### config.mk
export PLATFORM = sky130hd
export DESIGN_NAME = ifid_buffer
export DESIGN_NICKNAME = d
export VERILOG_FILES = /design/src/rtl/ifid_buffer.sv
export SDC_FILE = /design/constraint.sdc
export NUM_CORES = 1
export LEC_CHECK = 0
export CAP_MARGIN = 20
export CORE_ASPECT_RATIO = 0.5
export CORE_MARGIN = 4
export CORE_UTILIZATION = 52
export CTS_BUF_LIST = sky130_fd_sc_hd__clkbuf_8 sky130_fd_sc_hd__clkbuf_16
export CTS_CLUSTER_SIZE = 10
export DETAILED_ROUTE_END_ITERATION = 8
export PLACE_DENSITY = 0.85
export SYNTH_ARGS = -nofsm -noshare
export SYNTH_HDL_FRONTEND = slang
export SYNTH_SLANG_ARGS = --single-unit
### constraint.sdc
create_clock -name clk -period 13.6 [get_ports clk]
set_clock_uncertainty 0.15 [all_clocks]
set_input_delay 1.36 -clock clk [delete_from_list [all_inputs] [get_ports clk]]
set_output_delay 1.36 -clock clk [all_outputs]
set_load 0.01 [all_outputs]
### src/rtl/ifid_buffer.sv
// Fetch-to-decode decoupling queue: stores {instr, word PC, PC+8} entries in
// strict FIFO order with valid/ready handshakes on both sides and a flush.
module ifid_buffer #(
   parameter int          DEPTH = 2,
   parameter int          PTRW  = 1,
   parameter logic [31:0] NOP   = 32'h0000_0000
) (
   input  logic            clk,
   input  logic            reset,
   input  logic            in_valid,
   input  logic [31:0]     in_instr,
   input  logic [29:0]     in_pc,
   input  logic [31:0]     in_pc8,
   output logic            in_ready,
   output logic            out_valid,
   output logic [31:0]     out_instr,
   output logic [29:0]     out_pc,
   output logic [31:0]     out_pc8,
   input  logic            out_ready,
   input  logic            flush,
   output logic [PTRW:0]   count
);

   logic [31:0]   instr_mem_r [DEPTH];
   logic [29:0]   pc_mem_r    [DEPTH];
   logic [31:0]   pc8_mem_r   [DEPTH];
   logic [PTRW-1:0] wr_ptr_r;
   logic [PTRW-1:0] rd_ptr_r;
   logic [PTRW:0]   count_r;
   logic            push_s;
   logic            pop_s;

   // Handshake decode and occupancy flags.
   always_comb begin
      in_ready  = (count_r != (PTRW+1)'(DEPTH));
      out_valid = (count_r != {(PTRW+1){1'b0}});
      push_s    = in_valid & in_ready;
      pop_s     = out_valid & out_ready;
      count     = count_r;
   end

   // Head entry presentation; an empty queue shows a NOP with zeroed PCs.
   always_comb begin
      if (out_valid) begin
         out_instr = instr_mem_r[rd_ptr_r];
         out_pc    = pc_mem_r[rd_ptr_r];
         out_pc8   = pc8_mem_r[rd_ptr_r];
      end else begin
         out_instr = NOP;
         out_pc    = 30'h0000_0000;
         out_pc8   = 32'h0000_0000;
      end
   end

   // Pointer and occupancy update; flush wins over any same-cycle push/pop.
   always_ff @(posedge clk or negedge reset) begin
      if (!reset) begin
         wr_ptr_r <= {PTRW{1'b0}};
         rd_ptr_r <= {PTRW{1'b0}};
         count_r  <= {(PTRW+1){1'b0}};
      end else if (flush) begin
         wr_ptr_r <= {PTRW{1'b0}};
         rd_ptr_r <= {PTRW{1'b0}};
         count_r  <= {(PTRW+1){1'b0}};
      end else begin
         if (push_s) begin
            wr_ptr_r <= wr_ptr_r + PTRW'(1);
         end else begin
            wr_ptr_r <= wr_ptr_r;
         end
         if (pop_s) begin
            rd_ptr_r <= rd_ptr_r + PTRW'(1);
         end else begin
            rd_ptr_r <= rd_ptr_r;
         end
         case ({push_s, pop_s})
            2'b10:   count_r <= count_r + (PTRW+1)'(1);
            2'b01:   count_r <= count_r - (PTRW+1)'(1);
            default: count_r <= count_r;
         endcase
      end
   end

   // Entry storage needs no reset: slots are only read while counted valid.
   always_ff @(posedge clk) begin
      if (push_s && !flush) begin
         instr_mem_r[wr_ptr_r] <= in_instr;
         pc_mem_r[wr_ptr_r]    <= in_pc;
         pc8_mem_r[wr_ptr_r]   <= in_pc8;
      end
   end

endmodule

---- After elaboration in Yosys (flattened, before gate mapping) ----
Memory sizes are Yosys's and may differ from the RTL's.
Index checks and enable logic that the tools add are counted.
storage, ports and cells
  memories kept ........................... 3
  output and inout bits ................... 98
  register bits after elaboration ......... 4
  bits of input ports ..................... 99
  RAM bits ................................ 188
cells by class
  equality and inequality tests ........... 3
  reductions and logical operators ........ 6
  add/sub/neg operators ................... 4
  bitwise gates (word level) .............. 2
  muxes and demuxes ....................... 11
memory list
  memory       words  width  rd ports  clocked after memory_dff  wr ports  RTL line  text
  instr_mem_r  2      32     1         0                         1         24        logic [31:0] instr_mem_r [DEPTH];
  pc8_mem_r    2      32     1         0                         1         26        logic [31:0] pc8_mem_r [DEPTH];
  pc_mem_r     2      30     1         0                         1         25        logic [29:0] pc_mem_r [DEPTH];
operators with widths
  cell                   number
  $mux W32               2
  $mux W30               1
  $mux W1                6
  $reduce_bool A2 Y1     3
  $pmux W2 S2            1
  $reduce_bool A3 Y1     1
  $add A1 B1 Y1 const B  2
  $add A2 B1 Y2 const B  1
  $and A1 B1 Y1          2
  $eq A2 B1 Y1 const B   1
  $eq A2 B2 Y1 const B   1
  $mux W2                1
  $ne A2 B2 Y1 const B   1
  $sub A2 B1 Y2 const B  1
  $logic_and A1 B1 Y1    1
  $logic_not A1 Y1       1

---- Longest topological paths before layout ----
Gate-level depths: netlist (run 1).
  word-level depth ........................ 5
  gate-level depth with buffers ........... 5
  mapped depth without buffers ............ 4

---- Worst setup path before layout (run 1) ----
Ideal clock, no wire load.
  path type ............................... input-to-reg
  start point ............................. input port in_valid
  end point ............................... memory instr_mem_r[1][0] (enable)
  cell stages on the path ................. 2
  path buffers ............................ 0
  setup time .............................. 681 ps
  path slack .............................. 4545 ps
  arrival ................................. 8224 ps
  path through ............................ nand2_1 nor3b_1
on the way
  cells in the longest elaborated chain, start to end .. 4
ends and longest elaborated chain
  what                           RTL line  text
  start: declaration             10        input logic in_valid,
  $and A1 B1 Y1                  37        push_s = in_valid & in_ready;
  $logic_and A1 B1 Y1            86        if (push_s && !flush) begin
  $mux W1                        86
  $mux W1 (implied by the code)  87        instr_mem_r[wr_ptr_r] <= in_instr;
  end: declaration               24
Every way passes these cells.

---- Final worst setup path (run 1) ----
  start point ............................. register rd_ptr_r
  end point ............................... output port out_pc8[6]
on the way
  cells in the longest elaborated chain, start to end .. 2
ends and longest elaborated chain
  what                      RTL line  text
  start: declaration        28        logic [PTRW-1:0] rd_ptr_r;
  start signal: assignment  59        rd_ptr_r <= {PTRW{1'b0}};
  start signal: assignment  63        rd_ptr_r <= {PTRW{1'b0}};
  start signal: assignment  72        rd_ptr_r <= rd_ptr_r + PTRW'(1);
  $mem_v2 Z2 W32            -
  $mux W32                  44        if (out_valid) begin
  end: declaration          18        output logic [31:0] out_pc8,
Every way passes these cells.

==> reports/qor.tcl, run 1 <==
set qor(netlist.area_leader.share_pct) 77.1
set qor(irDropWorstVdd_uv) 84.0
set qor(gp_congestion) 0.751
set qor(yosysUniqueCellTypes) 23
set qor(grt_first_pass_wirelength_um) 23700
set qor(global_route_track_usage_on_met3_pct) 4.08
set qor(layout-drive-gt1-share_pct) 6.58
set qor(place.detailed.hpwl_um) 9960
set qor(syn2layout_area_growth_pct) 36.3
set qor(syn_nets) 523
set qor(core_mm2) 0.0137
set qor(cap_violations) 0
set qor(worst_setup_path_end_kind) {output port}
set qor(pwr_density_cell_mw_per_mm2) 130
set qor(cts_tree) {done}
set qor(unrepaired_setup_endpoints_after_global_routing) {false}
set qor(design_power_total_mw) 1.29
set qor(edff_count_synth) 188
set qor(netlist_top_cells_area) {sky130_fd_sc_hd__edfxtp_1 (77%), sky130_fd_sc_hd__mux2i_1 (13%), sky130_fd_sc_hd__nor2_1 (4.9%)}
set qor(grt_remaining_overflow) 0
set qor(cpMaxStageDelayCell) {sky130_fd_sc_hd__dfrtp_4}
set qor(routedWlPerCell_um) 18.3
set qor(drc_errors) 0
set qor(globalRoute.busiestLayer) {met2}
set qor(report.final.setup_viol) 0
set qor(postSynthAreaPerCell_um2) 17.3
set qor(power_leakage_nw) 3.27
set qor(regArea_mm2) 0.00575
set qor(status) {finished, final reports clean}
set qor(route.detailed.vias_per_inst) 5.03
set qor(die-area_mm2) 0.0162
set qor(path_class) {flip-flop to output port}
set qor(tritoncts.num_buffers) 17
set qor(critPathMaxStageDelay_ns) 0.98
set qor(nFillCells) 897
set qor(worstPathRequired_ns) 12.09
set qor(antenna-diode-count) 0
set qor(drt-initial-drc-count) 232
set qor(met2_usage_grt_pct) 34.3
set qor(grt_max_degree) 61
set qor(antenna_left) 0
set qor(drt-total-wl_um) 15200
set qor(cts_h_tree_depth) 4
set qor(post_cts.repair.setup_buffers) 0
set qor(grt_util_all_layers_pct) 19.0
set qor(sequential_share_of_the_synthesized_area_pct) 78.4
set qor(worst-endpoint-arrival_ns) 3.12
set qor(clock_path_buffers) 2
set qor(worst_slew_margin_relative_to_its_limit_pct) 43.1
set qor(maxClockFrequency_mhz) 216
set qor(critical_path.cell_chain) {buf_4, mux2i_1, nor2_1, clkdlybuf4s50_1}
set qor(synthesis.area_mm2) 0.00732
set qor(multiInputGateArea_mm2) 0.00144
set qor(synth-seq-cells) 192
set qor(clk_root_buffer_cell) {sky130_fd_sc_hd__clkbuf_16}
set qor(worstSetupStartpointType) {flip-flop}
set qor(timing.final.hold_violations) 0
set qor(final.hold.worst_slack_ns) 0.478
set qor(setup_tns_ns) 0
set qor(floorplan.io_pins) 197
set qor(postSynthCellCount) 424
set qor(postCtsHoldBufs) 0
set qor(final_period_minus_worst_setup_slack_ns) 4.63
set qor(routed-via-count) 4171
set qor(critical_path.max_fanout) 48
set qor(placementRows) 30
set qor(height_of_the_die_um) 91.9
set qor(worst_setup_hold_path_clk_slew_ns) 0.06
set qor(number_of_detailed_route_iterations_in_the_first_pass) 4
set qor(holdCritPathClass) {flip-flop to flip-flop}
set qor(clkSinkCount) 192
set qor(tightestPinTransition_ns) 0.854
set qor(synth.largest_area_cell) {sky130_fd_sc_hd__edfxtp_1}
set qor(grt_antenna_before_repair) 0
set qor(ys_warn_count) 0
set qor(grt.met1_usage_pct) 22.8
set qor(cts-resized-gates) 0
set qor(first_global_vias) 4383
set qor(finish.net_count) 724
set qor(die_width_um) 176
set qor(clk_latency_ns) 0.40
set qor(port-buffer-count) 196
set qor(initial_core_util_pct) 53.6
set qor(report.final.slew_viol_count) 0
set qor(async_flop_share_pct) 2.08
set qor(ys.flop_type) {sky130_fd_sc_hd__edfxtp_1}
set qor(timing.final.crit_share_pct) 34.1
where the power goes:
part	leakage (nW)	switching, mW	internal (mW)	total, mW
logic	1.24	0.0717	0.0887	0.160
clock network	0.254	0.213	0.236	0.448
registers	1.78	0.0125	0.674	0.686
registers in the layout, summed over array words and instances (netlist names):
| name | count |
|---|---|
| instr_mem_r | 64 |
| pc8_mem_r | 64 |
| pc_mem_r | 60 |
| count | 2 |
| rd_ptr_r | 1 |
| wr_ptr_r | 1 |
synthesized netlist by cell type (2+ instances only):
cell type and instances:
sky130_fd_sc_hd__buf_6 6, sky130_fd_sc_hd__o21ai_0 2, sky130_fd_sc_hd__buf_2 7, sky130_fd_sc_hd__inv_1 2
sky130_fd_sc_hd__a21oi_1 4, sky130_fd_sc_hd__clkbuf_1 4, sky130_fd_sc_hd__nor3b_1 2, sky130_fd_sc_hd__mux2i_1 95
sky130_fd_sc_hd__edfxtp_1 188, sky130_fd_sc_hd__nor2_1 95, sky130_fd_sc_hd__buf_4 4, sky130_fd_sc_hd__dfrtp_1 4
worst max-delay path: cells and delay by family (launching register included):
kind,cells,cell delay [ns]
buf+inv,2,1.35
flops,1,0.98
mux,1,0.19
simple gates,1,0.15
cell usage in the layout (no fill, tap or decap), drive strengths merged:
master,n
nand3b,1
mux2i,95
xor2,1
a21oi,4
edfxtp,188
nor2b,1
clkinv,4
clkdlybuf4s50,196
dfrtp,4
clkbuf,17
o21ai,2
inv,10
nor2,96
nor3,1
o211ai,1
buf,7
or3,1
nor3b,2
or2,1
a21o,1
clkinvlp,4
nand2,1
kinds of logic after synthesis:
| family | share of synthesized area (%) |
|---|---|
| AO/OA/AOI/OAI | 0.615 |
| buffers and inverters | 2.17 |
| multiplexers | 13.0 |
| XOR/XNOR | 0.120 |
| flip-flops | 78.4 |
| AND/OR/NAND/NOR | 5.67 |
final cells by class:
| type | instances | area share [%] |
|---|---|---|
| clock inverters | 15 | 1.08 |
| repair buffers | 203 | 20.2 |
| clock buffers | 17 | 4.26 |
| multi-input cells | 208 | 14.4 |
| flip-flops and latches | 192 | 57.6 |
| well taps | 192 | 2.41 |
| inverters | 3 | 0.113 |
per-layer routing:
metal  wire (µm)  up-vias
li1            -     1980
met1        6120     2082
met2        8270       93
met3         547       16
met4         235        0
met5           0        -
final timing paths:
path | slack [ns] | depth (start not counted) | start | end
setup / recovery | 8.97 | 4 | rd_ptr_r$_DFFE_PN0P_ | out_pc8[6]
hold / removal | 0.48 | 2 | wr_ptr_r$_DFFE_PN0P_ | wr_ptr_r$_DFFE_PN0P_
setup reg to reg | 11.30 | 5 | count[1]$_DFFE_PN0P_ | pc_mem_r[1][23]$_DFFE_PP_
hold reg to reg | 0.48 | 2 | wr_ptr_r$_DFFE_PN0P_ | wr_ptr_r$_DFFE_PN0P_
max in group asynchronous | 12.08 | 1 | reset | rd_ptr_r$_DFFE_PN0P_
min in group asynchronous | 1.01 | 1 | reset | rd_ptr_r$_DFFE_PN0P_
stage by stage:
| step | instances | util, % | setup slack [ns] | instance area (µm²) |
|---|---|---|---|---|
| after floorplan | 424 | - | 4.55 | 7320 |
| after global placement | 798 | 69.2 | 9.40 | 9450 |
| after detailed placement | 798 | 69.2 | 9.36 | 9450 |
| after CTS | 830 | 73.1 | 8.89 | 9980 |
| after global routing | 830 | 73.1 | 8.80 | 9980 |
| final | 830 | 73.1 | 8.97 | 9980 |
Power figures use the tool's default switching activity.
==> run 2: changes to the inputs <==
Settings changed: CORE_UTILIZATION 52 to 48, PLACE_DENSITY 0.85 to 0.79.
Clock period 13.6 ns to 4.6 ns, I/O delays scaled along.
==> run 2 against run 1 <==
Net effect: final area grew 0.66%; first-iteration DRC count fell by 19%; critical path depth unchanged; utilization is 4.7 points lower; count of clock-buffer cells in the layout stayed put; sequential power rose to 3.0 times the previous value; global-route usage shrank 1.8 points; clock power rose to 3.1 times the previous value; combinational power rose to 3.0 times the previous value; largest cell class unchanged; largest power group unchanged; highest routed layer unchanged.
==> reports/qor.tcl, run 2 (synthesis results as in run 1) <==
set qor(clk_root_buffer_cell) {sky130_fd_sc_hd__clkbuf_16}
set qor(drc_errors) 0 ;# unchanged
set qor(irDropWorstVdd_uv) 253 ;# +200%
set qor(critical_path_sink) {out_pc8[2]}
set qor(clock_path_buffers) 2 ;# unchanged
set qor(grt_util_all_layers_pct) 17.2 ;# -1.8 points
set qor(post_cts.repair.setup_buffers) 0 ;# unchanged
set qor(tritoncts.num_buffers) 17 ;# unchanged
set qor(worst_setup_hold_path_clk_slew_ns) 0.07 ;# about the same
set qor(final_core_util_pct) 68.4 ;# -4.7 points
set qor(number_of_detailed_route_iterations_in_the_first_pass) 4 ;# unchanged
set qor(report.final.slew_viol_count) 0 ;# unchanged
set qor(cts_h_tree_depth) 4 ;# unchanged
set qor(drt-initial-drc-count) 189 ;# -19%
set qor(holdCritPathClass) {input port to asynchronous set/reset pin}
set qor(drt-total-wl_um) 15200 ;# unchanged
set qor(worst_slew_margin_relative_to_its_limit_pct) 39.9 ;# -3.2 points
set qor(critical_path.max_fanout) 51 ;# +6.3%
set qor(syn2layout_area_growth_pct) 37.2
set qor(first_global_vias) 4297 ;# -2.0%
set qor(grt_max_degree) 96 ;# +57%
set qor(antenna-diode-count) 0 ;# unchanged
set qor(cts_tree) {done}
set qor(clk_latency_ns) 0.40 ;# about the same
set qor(worst-endpoint-arrival_ns) 2.68 ;# -0.44 ns
set qor(antenna_left) 0 ;# unchanged
set qor(clkSinkCount) 192 ;# unchanged
set qor(commonest_non_fill_non_tap_cell_in_the_layout) {sky130_fd_sc_hd__clkdlybuf4s50_1}
set qor(grt_antenna_before_repair) 0 ;# unchanged
set qor(maxClockFrequency_mhz) 304
set qor(status) {finished, final reports clean}
set qor(routedWlPerCell_um) 18.2 ;# -0.48%
set qor(layout-drive-gt1-share_pct) 6.45 ;# -0.14 points
set qor(report.final.setup_viol) 0 ;# unchanged
set qor(core_mm2) 0.0147 ;# +7.6%
set qor(die-area_mm2) 0.0174 ;# +7.8%
set qor(grt_remaining_overflow) 0 ;# unchanged
set qor(worst_r2r_startpoint) {count[1]$_DFFE_PN0P_}
set qor(initial_core_util_pct) 49.8 ;# -3.8 points
set qor(finish.net_count) 722 ;# -0.28%
set qor(port-buffer-count) 196 ;# unchanged
set qor(tightestPinTransition_ns) 0.902 ;# +0.0482 ns
set qor(timing.final.crit_share_pct) 71.6
set qor(postCtsHoldBufs) 0 ;# unchanged
set qor(route.detailed.vias_per_inst) 4.93 ;# -1.9%
set qor(grt_first_pass_wirelength_um) 22800 ;# -4.0%
set qor(rr_worst_depth) 5 ;# unchanged
set qor(power_leakage_nw) 3.30 ;# +0.85%
set qor(critPathMaxStageDelay_ns) 1.01 ;# +0.03 ns
set qor(final_period_minus_worst_setup_slack_ns) 3.29
set qor(routed-via-count) 4113 ;# -1.4%
set qor(cpMaxStageDelayCell) {sky130_fd_sc_hd__dfrtp_4}
set qor(timing.final.hold_violations) 0 ;# unchanged
set qor(r2r_slack_ns) 2.23 ;# -9.07 ns
set qor(floorplan.io_pins) 197 ;# unchanged
set qor(worstSetupStartpointType) {flip-flop}
set qor(largest_registers) {instr_mem_r: 64 flops, pc8_mem_r: 64 flops, pc_mem_r: 60 flops}
set qor(die_width_um) 183 ;# +3.9%
set qor(path_class) {flip-flop to output port}
set qor(worst_setup_path_end_kind) {output port}
set qor(crit-reg2reg-capture) {instr_mem_r[1][18]$_DFFE_PP_}
set qor(nFillCells) 990 ;# +10%
set qor(cts-resized-gates) 0 ;# unchanged
set qor(unrepaired_setup_endpoints_after_global_routing) {false}
set qor(critical_path.cell_chain) {buf_12, mux2i_1, nor2_1, clkdlybuf4s50_1}
set qor(height_of_the_die_um) 95.4 ;# +3.7%
set qor(pwr_density_cell_mw_per_mm2) 386 ;# +200%
set qor(setup_tns_ns) 0 ;# unchanged
set qor(worstPathRequired_ns) 3.99 ;# -8.10 ns
set qor(gp_congestion) 0.750 ;# -0.17%
set qor(highest_count_cells_in_the_layout_ignoring_fill_and_taps) {sky130_fd_sc_hd__clkdlybuf4s50_1 (196), sky130_fd_sc_hd__edfxtp_1 (188), sky130_fd_sc_hd__mux2i_1 (95), sky130_fd_sc_hd__nor2_1 (95), sky130_fd_sc_hd__clkbuf_16 (17)}
set qor(placementRows) 31 ;# +3.3%
set qor(crit_start) {rd_ptr_r$_DFFE_PN0P_}
set qor(cap_violations) 0 ;# unchanged
[run 2: changes by cell type in the layout (fill, tap and decap cells not counted), sizes merged]
cell,change
clkinv,+3
clkinvlp,-3
buf,-2
[run 2: metrics by stage]
stage          instance area, µm²  hold WS, ns  total power [mW]  std cells  worst slack, ns
2_1_floorplan                7350       0.0144              2.28        424            0.684
3_3_place_gp                 9490        0.458              2.54        802             1.70
3_5_place_dp                 9490        0.481              2.55        802             1.72
4_1_cts                     10000        0.113              3.93        834             1.26
5_1_grt                     10000        0.106              4.04        834             1.16
6_report                    10000        0.131              3.88        834             1.31
[run 2: per-layer routing]
metal | GRT usage (%) | vias to the layer above | wire, µm
met5 | 0 | - | 0
met3 | 4.12 | 24 | 618
met1 | 19.8 | 2014 | 5940
met2 | 31.5 | 96 | 8290
li1 | - | 1979 | -
met4 | 6.74 | 0 | 324
[run 2: report_power, final]
group	internal [mW]	switching, mW	total, mW
registers	1.99	0.0385	2.03
logic	0.267	0.212	0.480
clock network	0.712	0.662	1.37
[run 2: worst max-delay path, delay by kind of cell (launching register included)]
| kind | cells | cell delay, ns |
|---|---|---|
| buffers and inverters | 2 | 0.96 |
| and+or+nand+nor | 1 | 0.16 |
| muxes | 1 | 0.12 |
| DFF | 1 | 1.01 |
[run 2: final cells by class]
| cell class | count | area [µm²] | area share, % |
|---|---|---|---|
| Sequential cell | 192 | 5750 | 57.2 |
| Inverter | 3 | 11.3 | 0.112 |
| Clock buffer | 17 | 425 | 4.23 |
| Clock inverter | 15 | 131 | 1.31 |
| Timing Repair Buffer | 201 | 2040 | 20.3 |
| Tap cell | 198 | 248 | 2.47 |
| Multi-Input combinational cell | 208 | 1450 | 14.4 |
[run 2: worst min path at each step]
| stage | startpoint | end | slack, ns | cells past startpoint |
|---|---|---|---|---|
| floorplan | reset | count[0]$_DFFE_PN0P_ | 0.01 | 0 |
| global placement | wr_ptr_r$_DFFE_PN0P_ | wr_ptr_r$_DFFE_PN0P_ | 0.46 | 2 |
| detailed placement | wr_ptr_r$_DFFE_PN0P_ | wr_ptr_r$_DFFE_PN0P_ | 0.48 | 2 |
| CTS | reset | count[0]$_DFFE_PN0P_ | 0.11 | 1 |
| global route | reset | count[0]$_DFFE_PN0P_ | 0.11 | 1 |
| finish | reset | count[0]$_DFFE_PN0P_ | 0.13 | 1 |
